[src/rtl/vmul_sequencer_if.sv]
`default_nettype none
// ============================================================================
//  Module      : vmul_sequencer_if
//  Description : Bundle of the request, response and multiplier-side signals
//                of the vector multiply sequencer.
//                slave  - sequencer view (drives req_ready, mul_*, resp_*)
//                master - surrounding view (issue stage, multiplier, consumer)
//  Ports       : req_valid/req_ready/req_sew/req_vl/req_vs1/req_vs2  request
//                mul_start/mul_sew/mul_a/mul_b                       to multiplier
//                mul_done/mul_prod_lo/mul_prod_hi                    from multiplier
//                resp_valid/resp_ready/resp_lo/resp_hi/resp_err      response
//  Revision    : 1.0 - initial release
// ============================================================================
interface vmul_sequencer_if #(
  parameter int VLEN = 128
);
  logic            req_valid;
  logic            req_ready;
  logic [1:0]      req_sew;
  logic [7:0]      req_vl;
  logic [VLEN-1:0] req_vs1;
  logic [VLEN-1:0] req_vs2;

  logic            mul_start;
  logic [1:0]      mul_sew;
  logic [31:0]     mul_a;
  logic [31:0]     mul_b;
  logic            mul_done;
  logic [31:0]     mul_prod_lo;
  logic [31:0]     mul_prod_hi;

  logic            resp_valid;
  logic            resp_ready;
  logic [VLEN-1:0] resp_lo;
  logic [VLEN-1:0] resp_hi;
  logic            resp_err;

  modport slave (
    input  req_valid, req_sew, req_vl, req_vs1, req_vs2,
    input  mul_done, mul_prod_lo, mul_prod_hi,
    input  resp_ready,
    output req_ready,
    output mul_start, mul_sew, mul_a, mul_b,
    output resp_valid, resp_lo, resp_hi, resp_err
  );

  modport master (
    output req_valid, req_sew, req_vl, req_vs1, req_vs2,
    output mul_done, mul_prod_lo, mul_prod_hi,
    output resp_ready,
    input  req_ready,
    input  mul_start, mul_sew, mul_a, mul_b,
    input  resp_valid, resp_lo, resp_hi, resp_err
  );
endinterface
`default_nettype wire

[src/rtl/vmul_sequencer.sv]
`default_nettype none
// ============================================================================
//  Module      : vmul_sequencer
//  Description : Walks one VLEN-bit vector multiply through a shared 32-bit
//                SEW-configurable multi-cycle multiplier, one 32-bit chunk per
//                start/done exchange, collecting low/high product halves into
//                VLEN-bit result buffers returned over a valid/ready response.
//  Ports       : clk    - clock
//                reset  - asynchronous, active-low reset
//                bus    - vmul_sequencer_if.slave (request, multiplier,
//                         response signals)
//  Revision    : 1.0 - initial release
// ============================================================================
module vmul_sequencer #(
  parameter int VLEN    = 128,
  parameter int TIMEOUT = 64
) (
  input  wire logic          clk,
  input  wire logic          reset,
  vmul_sequencer_if.slave    bus
);

  localparam int NCHUNK = VLEN / 32;
  localparam int IW     = (NCHUNK > 1) ? $clog2(NCHUNK) : 1;
  localparam int TW     = (TIMEOUT > 1) ? $clog2(TIMEOUT) : 1;
  localparam logic [TW-1:0] TLAST = TW'(TIMEOUT - 1);

  typedef enum logic [1:0] {
    S_IDLE  = 2'd0,
    S_ISSUE = 2'd1,
    S_WAIT  = 2'd2,
    S_RESP  = 2'd3
  } state_t;

  state_t          r_state;
  state_t          w_state_nxt;

  logic [1:0]      r_sew;
  logic [VLEN-1:0] r_vs1;
  logic [VLEN-1:0] r_vs2;
  logic [IW-1:0]   r_idx;
  logic [IW-1:0]   r_last;     // index of the final active chunk
  logic [TW-1:0]   r_timer;
  logic [VLEN-1:0] r_lo;
  logic [VLEN-1:0] r_hi;
  logic            r_err;

  // Active chunk count. Elements per chunk is a power of two, so the
  // ceiling division reduces to add-then-shift.
  logic [1:0]      w_shift;
  logic [15:0]     w_epc;
  logic [15:0]     w_cap;
  logic [15:0]     w_vl;
  logic [15:0]     w_vlc;
  logic [15:0]     w_nact;
  logic [IW-1:0]   w_last;
  logic            w_sew_bad;

  always_comb begin
    w_shift = 2'd0;
    case (bus.req_sew)
      2'b00:   w_shift = 2'd2;
      2'b01:   w_shift = 2'd1;
      default: w_shift = 2'd0;
    endcase
  end

  assign w_epc     = 16'd1 << w_shift;
  assign w_cap     = 16'(NCHUNK) << w_shift;
  assign w_vl      = {8'd0, bus.req_vl};
  assign w_vlc     = (w_vl < w_cap) ? w_vl : w_cap;
  assign w_nact    = (w_vlc + w_epc - 16'd1) >> w_shift;
  assign w_last    = IW'(w_nact - 16'd1);
  assign w_sew_bad = (bus.req_sew == 2'b11);

  // Next-state logic
  always_comb begin
    w_state_nxt = r_state;
    case (r_state)
      S_IDLE: begin
        if (bus.req_valid) begin
          if (w_sew_bad || (w_vlc == 16'd0)) w_state_nxt = S_RESP;
          else                               w_state_nxt = S_ISSUE;
        end
      end
      S_ISSUE: w_state_nxt = S_WAIT;
      S_WAIT: begin
        // A done arriving on the last timer cycle still counts.
        if (bus.mul_done) begin
          if (r_idx == r_last) w_state_nxt = S_RESP;
          else                 w_state_nxt = S_ISSUE;
        end else if (r_timer == TLAST) begin
          w_state_nxt = S_RESP;
        end
      end
      S_RESP: begin
        if (bus.resp_ready) w_state_nxt = S_IDLE;
      end
      default: w_state_nxt = S_IDLE;
    endcase
  end

  always_ff @(posedge clk or negedge reset) begin
    if (!reset) r_state <= S_IDLE;
    else        r_state <= w_state_nxt;
  end

  // Captured operands, chunk index, timer and result buffers
  always_ff @(posedge clk or negedge reset) begin
    if (!reset) begin
      r_sew   <= 2'd0;
      r_vs1   <= '0;
      r_vs2   <= '0;
      r_idx   <= '0;
      r_last  <= '0;
      r_timer <= '0;
      r_lo    <= '0;
      r_hi    <= '0;
      r_err   <= 1'b0;
    end else begin
      case (r_state)
        S_IDLE: begin
          if (bus.req_valid) begin
            r_sew  <= bus.req_sew;
            r_vs1  <= bus.req_vs1;
            r_vs2  <= bus.req_vs2;
            r_idx  <= '0;
            r_last <= w_last;
            r_lo   <= '0;
            r_hi   <= '0;
            r_err  <= w_sew_bad;
          end
        end
        S_ISSUE: r_timer <= '0;
        S_WAIT: begin
          r_timer <= r_timer + 1'b1;
          if (bus.mul_done) begin
            for (int c = 0; c < NCHUNK; c++) begin
              if (r_idx == IW'(c)) begin
                r_lo[32*c +: 32] <= bus.mul_prod_lo;
                r_hi[32*c +: 32] <= bus.mul_prod_hi;
              end
            end
            if (r_idx != r_last) r_idx <= r_idx + 1'b1;
          end else if (r_timer == TLAST) begin
            r_err <= 1'b1;
          end
        end
        default: ;
      endcase
    end
  end

  // Chunk select for the multiplier operands; r_idx and the captured vectors
  // only change in IDLE or on the WAIT->ISSUE edge, so these stay stable
  // across each ISSUE/WAIT pair.
  logic [31:0] w_a;
  logic [31:0] w_b;

  always_comb begin
    w_a = '0;
    w_b = '0;
    for (int c = 0; c < NCHUNK; c++) begin
      if (r_idx == IW'(c)) begin
        w_a = r_vs1[32*c +: 32];
        w_b = r_vs2[32*c +: 32];
      end
    end
  end

  assign bus.req_ready  = (r_state == S_IDLE);
  assign bus.mul_start  = (r_state == S_ISSUE);
  assign bus.mul_sew    = r_sew;
  assign bus.mul_a      = w_a;
  assign bus.mul_b      = w_b;
  assign bus.resp_valid = (r_state == S_RESP);
  assign bus.resp_lo    = r_lo;
  assign bus.resp_hi    = r_hi;
  assign bus.resp_err   = r_err;

endmodule
`default_nettype wire

[src/flat_wrapper.sv]
// flat-port wrapper written by rule: the top's interface ports become plain ports
module vmul_sequencer_flat 
#(
  parameter int VLEN    = 128,
  parameter int TIMEOUT = 64
)
  (clk, reset, bus_req_valid, bus_req_sew, bus_req_vl, bus_req_vs1, bus_req_vs2, bus_mul_done, bus_mul_prod_lo, bus_mul_prod_hi, bus_resp_ready, bus_req_ready, bus_mul_start, bus_mul_sew, bus_mul_a, bus_mul_b, bus_resp_valid, bus_resp_lo, bus_resp_hi, bus_resp_err);
  vmul_sequencer_if #(.VLEN(VLEN)) bus_i ();
  input  wire logic clk;
  input  wire logic reset;
  input wire logic [$bits(bus_i.req_valid)-1:0] bus_req_valid;
  input wire logic [$bits(bus_i.req_sew)-1:0] bus_req_sew;
  input wire logic [$bits(bus_i.req_vl)-1:0] bus_req_vl;
  input wire logic [$bits(bus_i.req_vs1)-1:0] bus_req_vs1;
  input wire logic [$bits(bus_i.req_vs2)-1:0] bus_req_vs2;
  input wire logic [$bits(bus_i.mul_done)-1:0] bus_mul_done;
  input wire logic [$bits(bus_i.mul_prod_lo)-1:0] bus_mul_prod_lo;
  input wire logic [$bits(bus_i.mul_prod_hi)-1:0] bus_mul_prod_hi;
  input wire logic [$bits(bus_i.resp_ready)-1:0] bus_resp_ready;
  output wire logic [$bits(bus_i.req_ready)-1:0] bus_req_ready;
  output wire logic [$bits(bus_i.mul_start)-1:0] bus_mul_start;
  output wire logic [$bits(bus_i.mul_sew)-1:0] bus_mul_sew;
  output wire logic [$bits(bus_i.mul_a)-1:0] bus_mul_a;
  output wire logic [$bits(bus_i.mul_b)-1:0] bus_mul_b;
  output wire logic [$bits(bus_i.resp_valid)-1:0] bus_resp_valid;
  output wire logic [$bits(bus_i.resp_lo)-1:0] bus_resp_lo;
  output wire logic [$bits(bus_i.resp_hi)-1:0] bus_resp_hi;
  output wire logic [$bits(bus_i.resp_err)-1:0] bus_resp_err;
  assign bus_i.req_valid = bus_req_valid;
  assign bus_i.req_sew = bus_req_sew;
  assign bus_i.req_vl = bus_req_vl;
  assign bus_i.req_vs1 = bus_req_vs1;
  assign bus_i.req_vs2 = bus_req_vs2;
  assign bus_i.mul_done = bus_mul_done;
  assign bus_i.mul_prod_lo = bus_mul_prod_lo;
  assign bus_i.mul_prod_hi = bus_mul_prod_hi;
  assign bus_i.resp_ready = bus_resp_ready;
  assign bus_req_ready = bus_i.req_ready;
  assign bus_mul_start = bus_i.mul_start;
  assign bus_mul_sew = bus_i.mul_sew;
  assign bus_mul_a = bus_i.mul_a;
  assign bus_mul_b = bus_i.mul_b;
  assign bus_resp_valid = bus_i.resp_valid;
  assign bus_resp_lo = bus_i.resp_lo;
  assign bus_resp_hi = bus_i.resp_hi;
  assign bus_resp_err = bus_i.resp_err;
  vmul_sequencer #(.VLEN(VLEN), .TIMEOUT(TIMEOUT)) u_core (.clk(clk), .reset(reset), .bus(bus_i));
endmodule
[config.mk]
export PLATFORM = sky130hd
export DESIGN_NAME = vmul_sequencer_flat
export DESIGN_NICKNAME = d
export VERILOG_FILES = /design/src/rtl/vmul_sequencer_if.sv /design/src/rtl/vmul_sequencer.sv /design/src/flat_wrapper.sv
export SDC_FILE = /design/constraint.sdc
export NUM_CORES = 1
export LEC_CHECK = 0
export BUFFER_PORTS_ARGS = -buffer_cell sky130_fd_sc_hd__clkbuf_2
export CAP_MARGIN = 20
export CORE_AREA = 2 2 260 262
export CTS_BUF_LIST = sky130_fd_sc_hd__clkbuf_8
export DETAILED_ROUTE_END_ITERATION = 16
export DIE_AREA = 0 0 262 264
export PLACE_DENSITY = 0.62
export RECOVER_POWER = 25
export SYNTH_ARGS = -nofsm -noshare
export SYNTH_HDL_FRONTEND = slang
export SYNTH_SLANG_ARGS = --single-unit
[constraint.sdc]
create_clock -name clk -period 4.6 [get_ports clk]
set_input_delay 0.92 -clock clk [delete_from_list [all_inputs] [get_ports clk]]
set_output_delay 0.92 -clock clk [all_outputs]
set_load 0.01 [all_outputs]
==> flow_summary.json <==
{
  "status": "complete, but fails checks",
  "violations": "max-capacitance violations, max-slew violations",
  "portBuffers": 660,
  "async_flop_share": 1.000,
  "io_pins": 661,
  "start_util": 0.3359,
  "core-area_um2": 66560,
  "r2r_start": "u_core.r_state[0]",
  "die_y_um": 264,
  "critical_path_class": "reg -> out",
  "hold_class": "in -> reg",
  "place_congestion": 0.8591,
  "startpoint": "u_core.r_idx[1]",
  "rows": 95,
  "syn_to_final_growth_pct": 28.24,
  "clockBufferDepth": 3,
  "numCtsBuffers": 93,
  "synth_seq_cells": 527,
  "wirelength_um": 67860,
  "ant_nets": 0,
  "crit_chain": "inv_1, ha_2, buf_4, a221oi_1, o31ai_1, clkbuf_2",
  "n_fill_cell": 6241,
  "p_leak_nw": 14.24,
  "max_freq_ghz": 0.2443,
  "synth_area_um2": 22360,
  "crit_arrival_ns": 3.17,
  "synth_area_per_cell_um2": 13.99,
  "viasPerCell": 4.895,
  "min_period_ns": 4.093,
  "drc_errors": 0,
  "p_per_area_nw_per_um2": 772.1,
  "rsz0062_at_grt": "no",
  "crit_family": "buffers and inverters",
  "synth-main-ff-cell": "dfrtp_1",
  "grt_pass1_vias": 17120,
  "postCtsHoldBufs": 0,
  "clkLatencyLatePin_ns": 0.66,
  "first_iter_violations": 890,
  "worstMarginPinSlew_ns": 2.163,
  "grt_pass1_wl_um": 101300,
  "setup_violations": 0,
  "hold_violations": 0,
  "nNetsFinal": 2648,
  "die_w_um": 262,
  "yosys_warnings": 0,
  "track_usage": 0.1912,
  "clock_sinks": 527,
  "syn-instance-count": 1598,
  "r2r_end": "u_core.bus.resp_hi[69]",
  "critical_path_peak_fanout": 29,
  "crit_end": "bus_mul_a[2]",
  "start_kind": "flip-flop",
  "synth_edf_count": 0,
  "min_period_over_period": 0.8897,
  "cts_resized": 0,
  "overflow": 0,
  "cts-htree-levels": 3,
  "first_pass_iters": 4,
  "tritoncts": "done",
  "hpwl_um": 49480,
  "routed-via-count": 15900,
  "ys_types": 43,
  "maxCapViolations": 2,
  "antenna_found_initial": 13,
  "critPathSlowestCell": "ha_2",
  "post_cts_buffers": 0,
  "relSlewSlack": -0.4420,
  "grt_max_degree": 107,
  "crit_required_ns": 3.68,
  "setup_tns_ns": 0,
  "rr_worst_depth": 7,
  "crit_cells": 6,
  "slew_violations": 106,
  "cts_root_buf": "clkbuf_8",
  "skew_ns": 0.02357,
  "wl_per_cell_um": 20.88,
  "ff2ff_setup_slack_ns": 1.46,
  "vdd_drop_max_uv": 395.4,
  "hold_slack_ns": 0.4699,
  "path_clk_slew_ns": 0.06,
  "cp_num_buf_inv": 3,
  "max_stage_delay_ns": 0.57,
  "drive_gt1_frac": 0.5624,
  "cp-end-kind": "primary output",
  "fp.dieArea_um2": 69170,
  "ys_seq_area_frac": 0.5898
}
## area by class of cell
type                       instances  area, µm²  share of cell area
tap                              873       1092             0.03809
sequential                       527      13190              0.4599
clock inverter                    51      292.8             0.01021
timing repair buffer             702       3781              0.1319
antenna                            6      15.01           0.0005236
multi-input combinational        948       8561              0.2986
inverter                          21      78.83            0.002749
clock buffer                     121       1665             0.05808
## worst min-delay path by stage
| stage | startpoint | endpoint | slack, ns | cells past startpoint |
|---|---|---|---|---|
| after floorplan | u_core.r_vs2[126] | u_core.r_vs2[126] | 0.48 | 1 |
| after global placement | u_core.bus.resp_hi[30] | u_core.bus.resp_hi[30] | 0.47 | 1 |
| after detailed placement | u_core.bus.resp_hi[51] | u_core.bus.resp_hi[51] | 0.48 | 1 |
| after CTS | reset | u_core.bus.resp_lo[26] | 0.20 | 1 |
| after global routing | bus_req_vs2[77] | u_core.r_vs2[77] | 0.41 | 2 |
| final | bus_req_vs2[126] | u_core.r_vs2[126] | 0.47 | 2 |
## cell families after synthesis
logic type               Yosys count  synth area share
flip-flops                       527            0.5898
XOR/XNOR                           5          0.001959
buffers and inverters            124           0.02910
multiplexers                     513            0.2583
AND/OR/NAND/NOR                  237           0.04907
other                              1         0.0001677
adder cells (fa/ha/maj)           20           0.01153
AO/OA/AOI/OAI                    171           0.06010
## per-stage QoR
stage | std cells | utilization | setup slack [ns] | power, mW | cell area [µm²]
after floorplan | 1599 | - | 1.010 | 14.01 | 22360
after global placement | 3071 | 0.4017 | 0.6284 | 17.64 | 26740
after detailed placement | 3071 | 0.4017 | 0.5110 | 17.94 | 26740
after CTS | 3243 | 0.4311 | 0.3385 | 22.48 | 28690
after global routing | 3246 | 0.4307 | 0.2999 | 23.53 | 28670
final | 3249 | 0.4308 | 0.5072 | 22.14 | 28670
## cell usage after synthesis, types with 4 or more instances
library cell	count	area (µm²)
nand3_1	4	20.02
a221oi_1	64	560.5
a21oi_1	9	45.04
o21ai_0	15	75.07
o31ai_1	63	473.0
ha_1	19	237.7
o211ai_1	4	30.03
mux2_2	487	5484
and2_1	64	400.4
dfrtp_1	527	13190
nor2_1	73	274.0
clkbuf_1	75	281.5
a21oi_4	4	65.06
nand2_1	80	300.3
mux2_1	25	281.5
buf_6	24	270.3
inv_1	19	71.32
## power by group
group          switching, mW  internal [mW]
logic                   5.18           4.68
clock network           2.00           2.43
registers               1.12           6.74
## per-layer routing
metal  up-vias  wire length, µm  global-route usage
li1       7143                -                   -
met4        12             2313             0.07986
met2       634            32950              0.3211
met1      7972            25490              0.2120
met5         -               82                   0
met3       143             7016             0.08031
## layout by cell type, fill, tap and decap left out, drive strengths merged, types with 4 or more instances in the layout
| cell | instances |
|---|---|
| nand2 | 80 |
| a221oi | 64 |
| dfrtp | 527 |
| a21oi | 13 |
| and2 | 64 |
| diode | 6 |
| o211ai | 4 |
| o31ai | 63 |
| clkbuf | 785 |
| inv | 61 |
| buf | 38 |
| clkinv | 8 |
| nand3 | 4 |
| ha | 19 |
| nor2 | 73 |
| mux2 | 512 |
| o21ai | 15 |
## registers in the layout, summed over array words and instances (netlist names), 2 cells and up
signal,cells
u_core.bus.resp_hi,128
u_core.bus.resp_lo,128
u_core.r_vs1,128
u_core.r_vs2,128
u_core.r_timer,6
u_core.bus.mul_sew,2
u_core.r_idx,2
u_core.r_last,2
u_core.r_state,2
(Power assumes the default switching activity.)
